==> config.mk <==
export PLATFORM = sky130hd
export DESIGN_NAME = tick_generator_flat
export DESIGN_NICKNAME = d
export VERILOG_FILES = /design/src/rtl/tick_generator_if.sv /design/src/rtl/tick_generator.sv /design/src/flat_wrapper.sv
export SDC_FILE = /design/constraint.sdc
export NUM_CORES = 1
export LEC_CHECK = 0
export ABC_AREA = 0
export CORE_MARGIN = 3
export CORE_UTILIZATION = 50
export CTS_CLUSTER_SIZE = 14
export DETAILED_ROUTE_END_ITERATION = 12
export PLACE_DENSITY = 0.67
export REMOVE_ABC_BUFFERS = 1
export SLEW_MARGIN = 20
export SYNTH_ARGS = -nofsm -noshare
export SYNTH_HDL_FRONTEND = slang
export SYNTH_SLANG_ARGS = --single-unit
==> constraint.sdc <==
create_clock -name CLOCK_50 -period 2.7 [get_ports CLOCK_50]
set_input_delay 0.27 -clock CLOCK_50 [delete_from_list [all_inputs] [get_ports CLOCK_50]]
set_output_delay 0.27 -clock CLOCK_50 [all_outputs]
set_load 0.005 [all_outputs]
==> src/rtl/tick_generator_if.sv <==
// tick_generator_if
//   Groups the pushbutton inputs and tick/status outputs of tick_generator.
//   KEY_RUN_N   raw run/stop key, active-low, asynchronous
//   KEY_STEP_N  raw single-step key, active-low, asynchronous
//   count_pulse one-cycle tick to downstream counter
//   running     run-state LED
//   master: board/bench side (drives keys); slave: tick_generator side.
interface tick_generator_if;
  logic KEY_RUN_N;
  logic KEY_STEP_N;
  logic count_pulse;
  logic running;

  modport master (output KEY_RUN_N, output KEY_STEP_N,
                  input  count_pulse, input running);
  modport slave  (input  KEY_RUN_N, input KEY_STEP_N,
                  output count_pulse, output running);
endinterface

==> src/rtl/tick_generator.sv <==
// tick_generator
//   Rate-controlled pulse source for the 7-segment counter chain.
//   Synchronizes (and optionally debounces) two active-low keys, turns a
//   debounced press into a one-cycle strobe, and runs a STOPPED/RUNNING FSM
//   that emits free-running ticks every DIV = CLK_HZ/TICK_HZ cycles or a
//   single tick per step press.
//   Ports:
//     CLOCK_50  clock, rising edge
//     RST_N     asynchronous active-low reset
//     io        tick_generator_if.slave (keys in, count_pulse/running out)
//   Build option: define TICK_DEBOUNCE_EN to include the debounce filters;
//   without it the synchronized key level feeds the edge detector directly
//   and DEBOUNCE_CYCLES/DB_W are unused.
module tick_generator #(
  parameter int unsigned CLK_HZ          = 50000000,
  parameter int unsigned TICK_HZ         = 1,
  parameter int unsigned DIV_W           = 26,
  parameter int unsigned DEBOUNCE_CYCLES = 1000000,
  parameter int unsigned DB_W            = 20
) (
  input  logic             CLOCK_50,
  input  logic             RST_N,
  tick_generator_if.slave  io
);

  localparam int unsigned DIV = CLK_HZ / TICK_HZ;

  typedef enum logic {STOPPED = 1'b0, RUNNING = 1'b1} state_t;

  // Bit 0: run key, bit 1: step key.
  logic [1:0] raw;
  logic [1:0] sync1_q, sync1_d;
  logic [1:0] sync2_q, sync2_d;
  logic [1:0] lvl;
  logic [1:0] lvl_prev_q, lvl_prev_d;
  logic [1:0] press_q, press_d;

  assign raw = {io.KEY_STEP_N, io.KEY_RUN_N};

  always_comb begin
    sync1_d    = raw;
    sync2_d    = sync1_q;
    lvl_prev_d = lvl;
    // Strobe lags the level change by one cycle: it compares the two most
    // recent registered levels rather than the next-state level.
    press_d    = lvl_prev_q & ~lvl;
  end

  always_ff @(posedge CLOCK_50 or negedge RST_N) begin
    if (!RST_N) begin
      sync1_q    <= '1;
      sync2_q    <= '1;
      lvl_prev_q <= '1;
      press_q    <= '0;
    end else begin
      sync1_q    <= sync1_d;
      sync2_q    <= sync2_d;
      lvl_prev_q <= lvl_prev_d;
      press_q    <= press_d;
    end
  end

`ifdef TICK_DEBOUNCE_EN
  logic [1:0]      db_q, db_d;
  logic [DB_W-1:0] db_cnt_q [2];
  logic [DB_W-1:0] db_cnt_d [2];

  always_comb begin
    db_d = db_q;
    for (int unsigned i = 0; i < 2; i++) begin
      db_cnt_d[i] = db_cnt_q[i];
      if (sync2_q[i] == db_q[i]) begin
        db_cnt_d[i] = '0;
      end else if (db_cnt_q[i] == DB_W'(DEBOUNCE_CYCLES - 1)) begin
        db_d[i]     = sync2_q[i];
        db_cnt_d[i] = '0;
      end else begin
        db_cnt_d[i] = db_cnt_q[i] + DB_W'(1);
      end
    end
  end

  always_ff @(posedge CLOCK_50 or negedge RST_N) begin
    if (!RST_N) begin
      db_q        <= '1;
      db_cnt_q[0] <= '0;
      db_cnt_q[1] <= '0;
    end else begin
      db_q        <= db_d;
      db_cnt_q[0] <= db_cnt_d[0];
      db_cnt_q[1] <= db_cnt_d[1];
    end
  end

  assign lvl = db_q;
`else
  localparam int unsigned UNUSED_DB = DEBOUNCE_CYCLES + DB_W;
  assign lvl = sync2_q;
`endif

  logic run_press, step_press;
  assign run_press  = press_q[0];
  assign step_press = press_q[1];

  state_t           state_q, state_d;
  logic [DIV_W-1:0] presc_q, presc_d;
  logic             pulse_q, pulse_d;
  logic             running_q, running_d;

  always_comb begin
    state_d = state_q;
    presc_d = presc_q;
    pulse_d = 1'b0;
    case (state_q)
      STOPPED: begin
        presc_d = '0;
        // Run press takes priority; a simultaneous step press is dropped.
        if (run_press) begin
          state_d = RUNNING;
        end else if (step_press) begin
          pulse_d = 1'b1;
        end
      end
      RUNNING: begin
        if (run_press) begin
          state_d = STOPPED;
          presc_d = '0;
        end else if (presc_q == DIV_W'(DIV - 1)) begin
          presc_d = '0;
          pulse_d = 1'b1;
        end else begin
          presc_d = presc_q + DIV_W'(1);
        end
      end
      default: state_d = STOPPED;
    endcase
    running_d = (state_d == RUNNING);
  end

  always_ff @(posedge CLOCK_50 or negedge RST_N) begin
    if (!RST_N) begin
      state_q   <= STOPPED;
      presc_q   <= '0;
      pulse_q   <= 1'b0;
      running_q <= 1'b0;
    end else begin
      state_q   <= state_d;
      presc_q   <= presc_d;
      pulse_q   <= pulse_d;
      running_q <= running_d;
    end
  end

  assign io.count_pulse = pulse_q;
  assign io.running     = running_q;

endmodule

==> src/flat_wrapper.sv <==
// flat-port wrapper written by rule: the top's interface ports become plain ports
module tick_generator_flat 
#(
  parameter int unsigned CLK_HZ          = 50000000,
  parameter int unsigned TICK_HZ         = 1,
  parameter int unsigned DIV_W           = 26,
  parameter int unsigned DEBOUNCE_CYCLES = 1000000,
  parameter int unsigned DB_W            = 20
)
  (CLOCK_50, RST_N, io_KEY_RUN_N, io_KEY_STEP_N, io_count_pulse, io_running);
  tick_generator_if io_i ();
  input  logic CLOCK_50;
  input  logic RST_N;
  input wire logic [$bits(io_i.KEY_RUN_N)-1:0] io_KEY_RUN_N;
  input wire logic [$bits(io_i.KEY_STEP_N)-1:0] io_KEY_STEP_N;
  output wire logic [$bits(io_i.count_pulse)-1:0] io_count_pulse;
  output wire logic [$bits(io_i.running)-1:0] io_running;
  assign io_i.KEY_RUN_N = io_KEY_RUN_N;
  assign io_i.KEY_STEP_N = io_KEY_STEP_N;
  assign io_count_pulse = io_i.count_pulse;
  assign io_running = io_i.running;
  tick_generator #(.CLK_HZ(CLK_HZ), .TICK_HZ(TICK_HZ), .DIV_W(DIV_W), .DEBOUNCE_CYCLES(DEBOUNCE_CYCLES), .DB_W(DB_W)) u_core (.CLOCK_50(CLOCK_50), .RST_N(RST_N), .io(io_i));
endmodule
==> metrics.txt <==
# TYPE chip_impl_metric gauge
chip_impl_metric{name="routabilityCongestion",unit=""} 0.841
chip_impl_metric{name="post_cts_buffers",unit=""} 0
chip_impl_info{name="timing.hold.worst.class",value="in2reg"} 1
chip_impl_metric{name="synth.yosys.warnings",unit=""} 0
chip_impl_metric{name="synth.cell_area",unit="um2"} 1750
chip_impl_metric{name="vias",unit=""} 1285
chip_impl_info{name="root_buffer",value="sky130_fd_sc_hd__clkbuf_4"} 1
chip_impl_metric{name="worst_slew_margin_rel",unit="%"} 63.4
chip_impl_metric{name="worst_slack_on_hold_paths",unit="ps"} 305
chip_impl_metric{name="min_period",unit="ps"} 2000
chip_impl_metric{name="groute.layer.met3.usage",unit="%"} 6.15
chip_impl_metric{name="die_height",unit="um"} 65.1
chip_impl_metric{name="overflow",unit=""} 0
chip_impl_metric{name="grt.met2_usage",unit="%"} 27.1
chip_impl_metric{name="cts.sinks",unit=""} 36
chip_impl_metric{name="area_of_the_core",unit="um2"} 3200
chip_impl_metric{name="floorplan.initialDensity",unit="%"} 54.6
chip_impl_metric{name="final_design_area_no_fill",unit="um2"} 1910
chip_impl_metric{name="max-vdd-ir-drop",unit="mV"} 0.397
chip_impl_metric{name="clk_latency",unit="ps"} 350
chip_impl_metric{name="synth.yosys.seq_area_share",unit="%"} 51.9
chip_impl_info{name="worstSetupEndpointType",value="flip-flop"} 1
chip_impl_metric{name="synthesis.area_per_instance",unit="um2"} 10.2
chip_impl_info{name="endpoint",value="u_core.presc_q[18]"} 1
chip_impl_metric{name="final-setup-viol-count",unit=""} 0
chip_impl_info{name="timing.rr.start",value="u_core.presc_q[0]"} 1
chip_impl_metric{name="synth_cells",unit=""} 171
chip_impl_info{name="regToRegEndpoint",value="u_core.presc_q[18]"} 1
chip_impl_info{name="mostFrequentLayoutCell",value="sky130_fd_sc_hd__dfrtp_1"} 1
chip_impl_metric{name="post-route-drc-count",unit=""} 0
chip_impl_metric{name="post_cts_resized",unit=""} 0
chip_impl_metric{name="totalWireLength",unit="um"} 3320
chip_impl_info{name="worstSetupStartpointType",value="flip-flop"} 1
chip_impl_metric{name="timing.final.max_slew_violations",unit=""} 0
chip_impl_metric{name="via_count_of_the_first_global_routing_pass",unit=""} 1287
chip_impl_metric{name="placed_cells",unit=""} 216
chip_impl_metric{name="clock_transition_at_path_regs",unit="ps"} 110
chip_impl_info{name="gr-max-usage-layer",value="met2"} 1
chip_impl_info{name="final_cell_mix",value="30 x sky130_fd_sc_hd__dfrtp_1, 20 x sky130_fd_sc_hd__nor2_1, 12 x sky130_fd_sc_hd__xnor2_1"} 1
chip_impl_metric{name="reg2regPathDepth",unit=""} 5
chip_impl_metric{name="total_leakage_power",unit="uW"} 0.000711
chip_impl_metric{name="fmax",unit="GHz"} 0.501
chip_impl_metric{name="htreeDepth",unit=""} 2
chip_impl_metric{name="p_total",unit="uW"} 1130
chip_impl_metric{name="async_reset_ff_share",unit="%"} 100
chip_impl_metric{name="postRouteAntennaNets",unit=""} 0
chip_impl_metric{name="grt_antenna_before_repair",unit=""} 0
chip_impl_metric{name="router_iterations_before_antenna_repair",unit=""} 4
chip_impl_metric{name="routedWlPerCell",unit="um"} 14.8
chip_impl_metric{name="worst_skew",unit="ps"} 17.6
chip_impl_metric{name="grt_usage",unit="%"} 18.7
chip_impl_metric{name="insertedDiodeCount",unit=""} 0
chip_impl_metric{name="floorplan.die_area",unit="um2"} 4240
chip_impl_metric{name="fraction_of_final_layout_cells_with_drive_strength_greater_than_1",unit="%"} 11.7
chip_impl_metric{name="hpwl_reported_at_the_end_of_detailed_placement",unit="um"} 2300
chip_impl_metric{name="ctsLongestPathBuffers",unit=""} 2
chip_impl_metric{name="grt.met1_usage",unit="%"} 24.3
chip_impl_info{name="cts_tree",value="built"} 1
chip_impl_info{name="startpoint",value="u_core.presc_q[0]"} 1
chip_impl_metric{name="first_iter_violations",unit=""} 68
chip_impl_info{name="crit_type",value="reg2reg"} 1
chip_impl_metric{name="fin_setup_tns",unit="ps"} 0
chip_impl_metric{name="synth.lib_cells_used.distinct",unit=""} 37
chip_impl_metric{name="layout_worst_path_cycle_share",unit="%"} 73.9
chip_impl_metric{name="portBuffers",unit=""} 5
chip_impl_metric{name="finalNonFillerCells",unit=""} 224
chip_impl_metric{name="worstPathMaxFanout",unit=""} 6
chip_impl_info{name="postSynth.topFlopCell",value="sky130_fd_sc_hd__dfrtp_1"} 1
chip_impl_metric{name="timing_hold_violations_final",unit=""} 0
chip_impl_metric{name="cts_buffers",unit=""} 5
chip_impl_metric{name="max_cap_viol_count",unit=""} 0
chip_impl_metric{name="flow.area_growth_from_synthesis",unit="%"} 9.23
chip_impl_metric{name="cp_data_arrival_time",unit="ps"} 2280
chip_impl_metric{name="design.final.nets",unit=""} 184
chip_impl_metric{name="worst_slew_pin_slew",unit="ps"} 544
chip_impl_metric{name="avgViaCountPerCell",unit=""} 5.74
chip_impl_metric{name="rows",unit=""} 20
chip_impl_metric{name="floorplan.die.width",unit="um"} 65.1
chip_impl_metric{name="postSynthRegisterBits",unit=""} 36
chip_impl_metric{name="cts.hold.buffers_added",unit=""} 0
chip_impl_metric{name="pwr_density_cell",unit="nW/um2"} 591
chip_impl_metric{name="fillers",unit=""} 300
chip_impl_metric{name="floorplan.io_pins",unit=""} 6
chip_impl_info{name="grt_setup_unrepaired",value="no"} 1
chip_impl_metric{name="postPlaceCellArea",unit="um2"} 1830
chip_impl_metric{name="worst-r2r-setup-slack",unit="ps"} 700
chip_impl_metric{name="grt_pass1_wl",unit="um"} 5980
chip_impl_metric{name="grt_start_max_net_pins",unit=""} 37
chip_impl_metric{name="cp_data_required_time",unit="ps"} 2980
chip_impl_info{name="run_status",value="finished clean"} 1
chip_impl_metric{name="synth-edff-count",unit=""} 0
## routing by layer
metal | wire length, um | part of all wire (%) | vias up
met5 | 0 | 0 | -
met4 | 67 | 2.0 | 0
met3 | 109 | 3.3 | 7
met2 | 1530 | 46 | 15
met1 | 1610 | 48 | 626
li1 | - | - | 637
## critical path, stage by stage, from the launching register on
cell and delay [ps]:
sky130_fd_sc_hd__dfrtp_1 400, sky130_fd_sc_hd__ha_1 250, sky130_fd_sc_hd__nand4_1 220, sky130_fd_sc_hd__or3_1 460, sky130_fd_sc_hd__or4_1 430, sky130_fd_sc_hd__a21oi_1 160
## worst min-delay path by stage
stage	start	endpoint	slack, ps	depth (start not counted)
2_1_floorplan	RST_N	u_core.io.count_pulse	-30	0
4_1_cts	io_KEY_STEP_N	u_core.sync1_q[1]	290	1
3_3_place_gp	u_core.sync1_q[1]	u_core.lvl[1]	350	0
3_5_place_dp	u_core.sync1_q[0]	u_core.lvl[0]	350	0
5_1_grt	io_KEY_STEP_N	u_core.sync1_q[1]	290	1
6_report	io_KEY_STEP_N	u_core.sync1_q[1]	310	1
## power breakdown
| part | internal, uW | switching (uW) |
|---|---|---|
| combinational | 55.9 | 91.1 |
| sequential | 575 | 31.2 |
| clock | 194 | 181 |
| total | 825 | 304 |
## synth_stat cells, types with 2 or more instances
library cell	count	area [um2]
sky130_fd_sc_hd__inv_1	5	18.8
sky130_fd_sc_hd__or3_1	3	18.8
sky130_fd_sc_hd__nand4_1	11	68.8
sky130_fd_sc_hd__dfstp_2	6	158
sky130_fd_sc_hd__nor3_1	4	20.0
sky130_fd_sc_hd__and3_1	3	18.8
sky130_fd_sc_hd__a21oi_2	2	17.5
sky130_fd_sc_hd__and2_1	3	18.8
sky130_fd_sc_hd__nor2b_1	4	25.0
sky130_fd_sc_hd__nand4b_1	2	17.5
sky130_fd_sc_hd__nor4bb_1	2	20.0
sky130_fd_sc_hd__nor4_1	6	37.5
sky130_fd_sc_hd__or4_1	4	30.0
sky130_fd_sc_hd__o31ai_1	6	45.0
sky130_fd_sc_hd__or4_4	2	22.5
sky130_fd_sc_hd__a21oi_1	7	35.0
sky130_fd_sc_hd__nand3_1	8	40.0
sky130_fd_sc_hd__nand2_1	8	30.0
sky130_fd_sc_hd__xor2_1	3	26.3
sky130_fd_sc_hd__nor2_1	20	75.1
sky130_fd_sc_hd__buf_2	3	15.0
sky130_fd_sc_hd__dfrtp_1	30	751
sky130_fd_sc_hd__o21ai_0	4	20.0
sky130_fd_sc_hd__xnor2_1	12	105
## area by class of cell
cell class	instances	area [um2]	share of cell area (%)
clock buffer	6	41.3	2.16
clock inverter	2	35.0	1.83
inverter	5	18.8	0.982
multi-input combinational	124	787	41.2
sequential	36	908	47.5
tap	44	55.1	2.88
timing repair buffer	7	65.1	3.41
## flip-flops by register name, indices dropped and copies added (netlist names)
| signal | count |
|---|---|
| u_core.io.count_pulse | 1 |
| u_core.sync1_q | 2 |
| u_core.lvl_prev_q | 2 |
| u_core.presc_q | 26 |
| u_core.lvl | 2 |
| u_core.state_q | 1 |
| u_core.press_q | 2 |
## stage by stage
stage,util [%],setup slack (ps)
finish,59.6,705
global route,59.6,564
CTS,59.6,733
detailed placement,57.3,757
global placement,57.3,797
floorplan,-,495
## cells by family after synthesis
kind of cell | after synthesis | synth area share (%)
compound gates | 22 | 8.01
simple gates | 86 | 28.8
buf+inv | 11 | 3.08
fa+ha+maj | 1 | 0.715
xor+xnor | 15 | 7.51
flops | 36 | 51.9
Note: power is estimated with default switching activity, not from simulation.
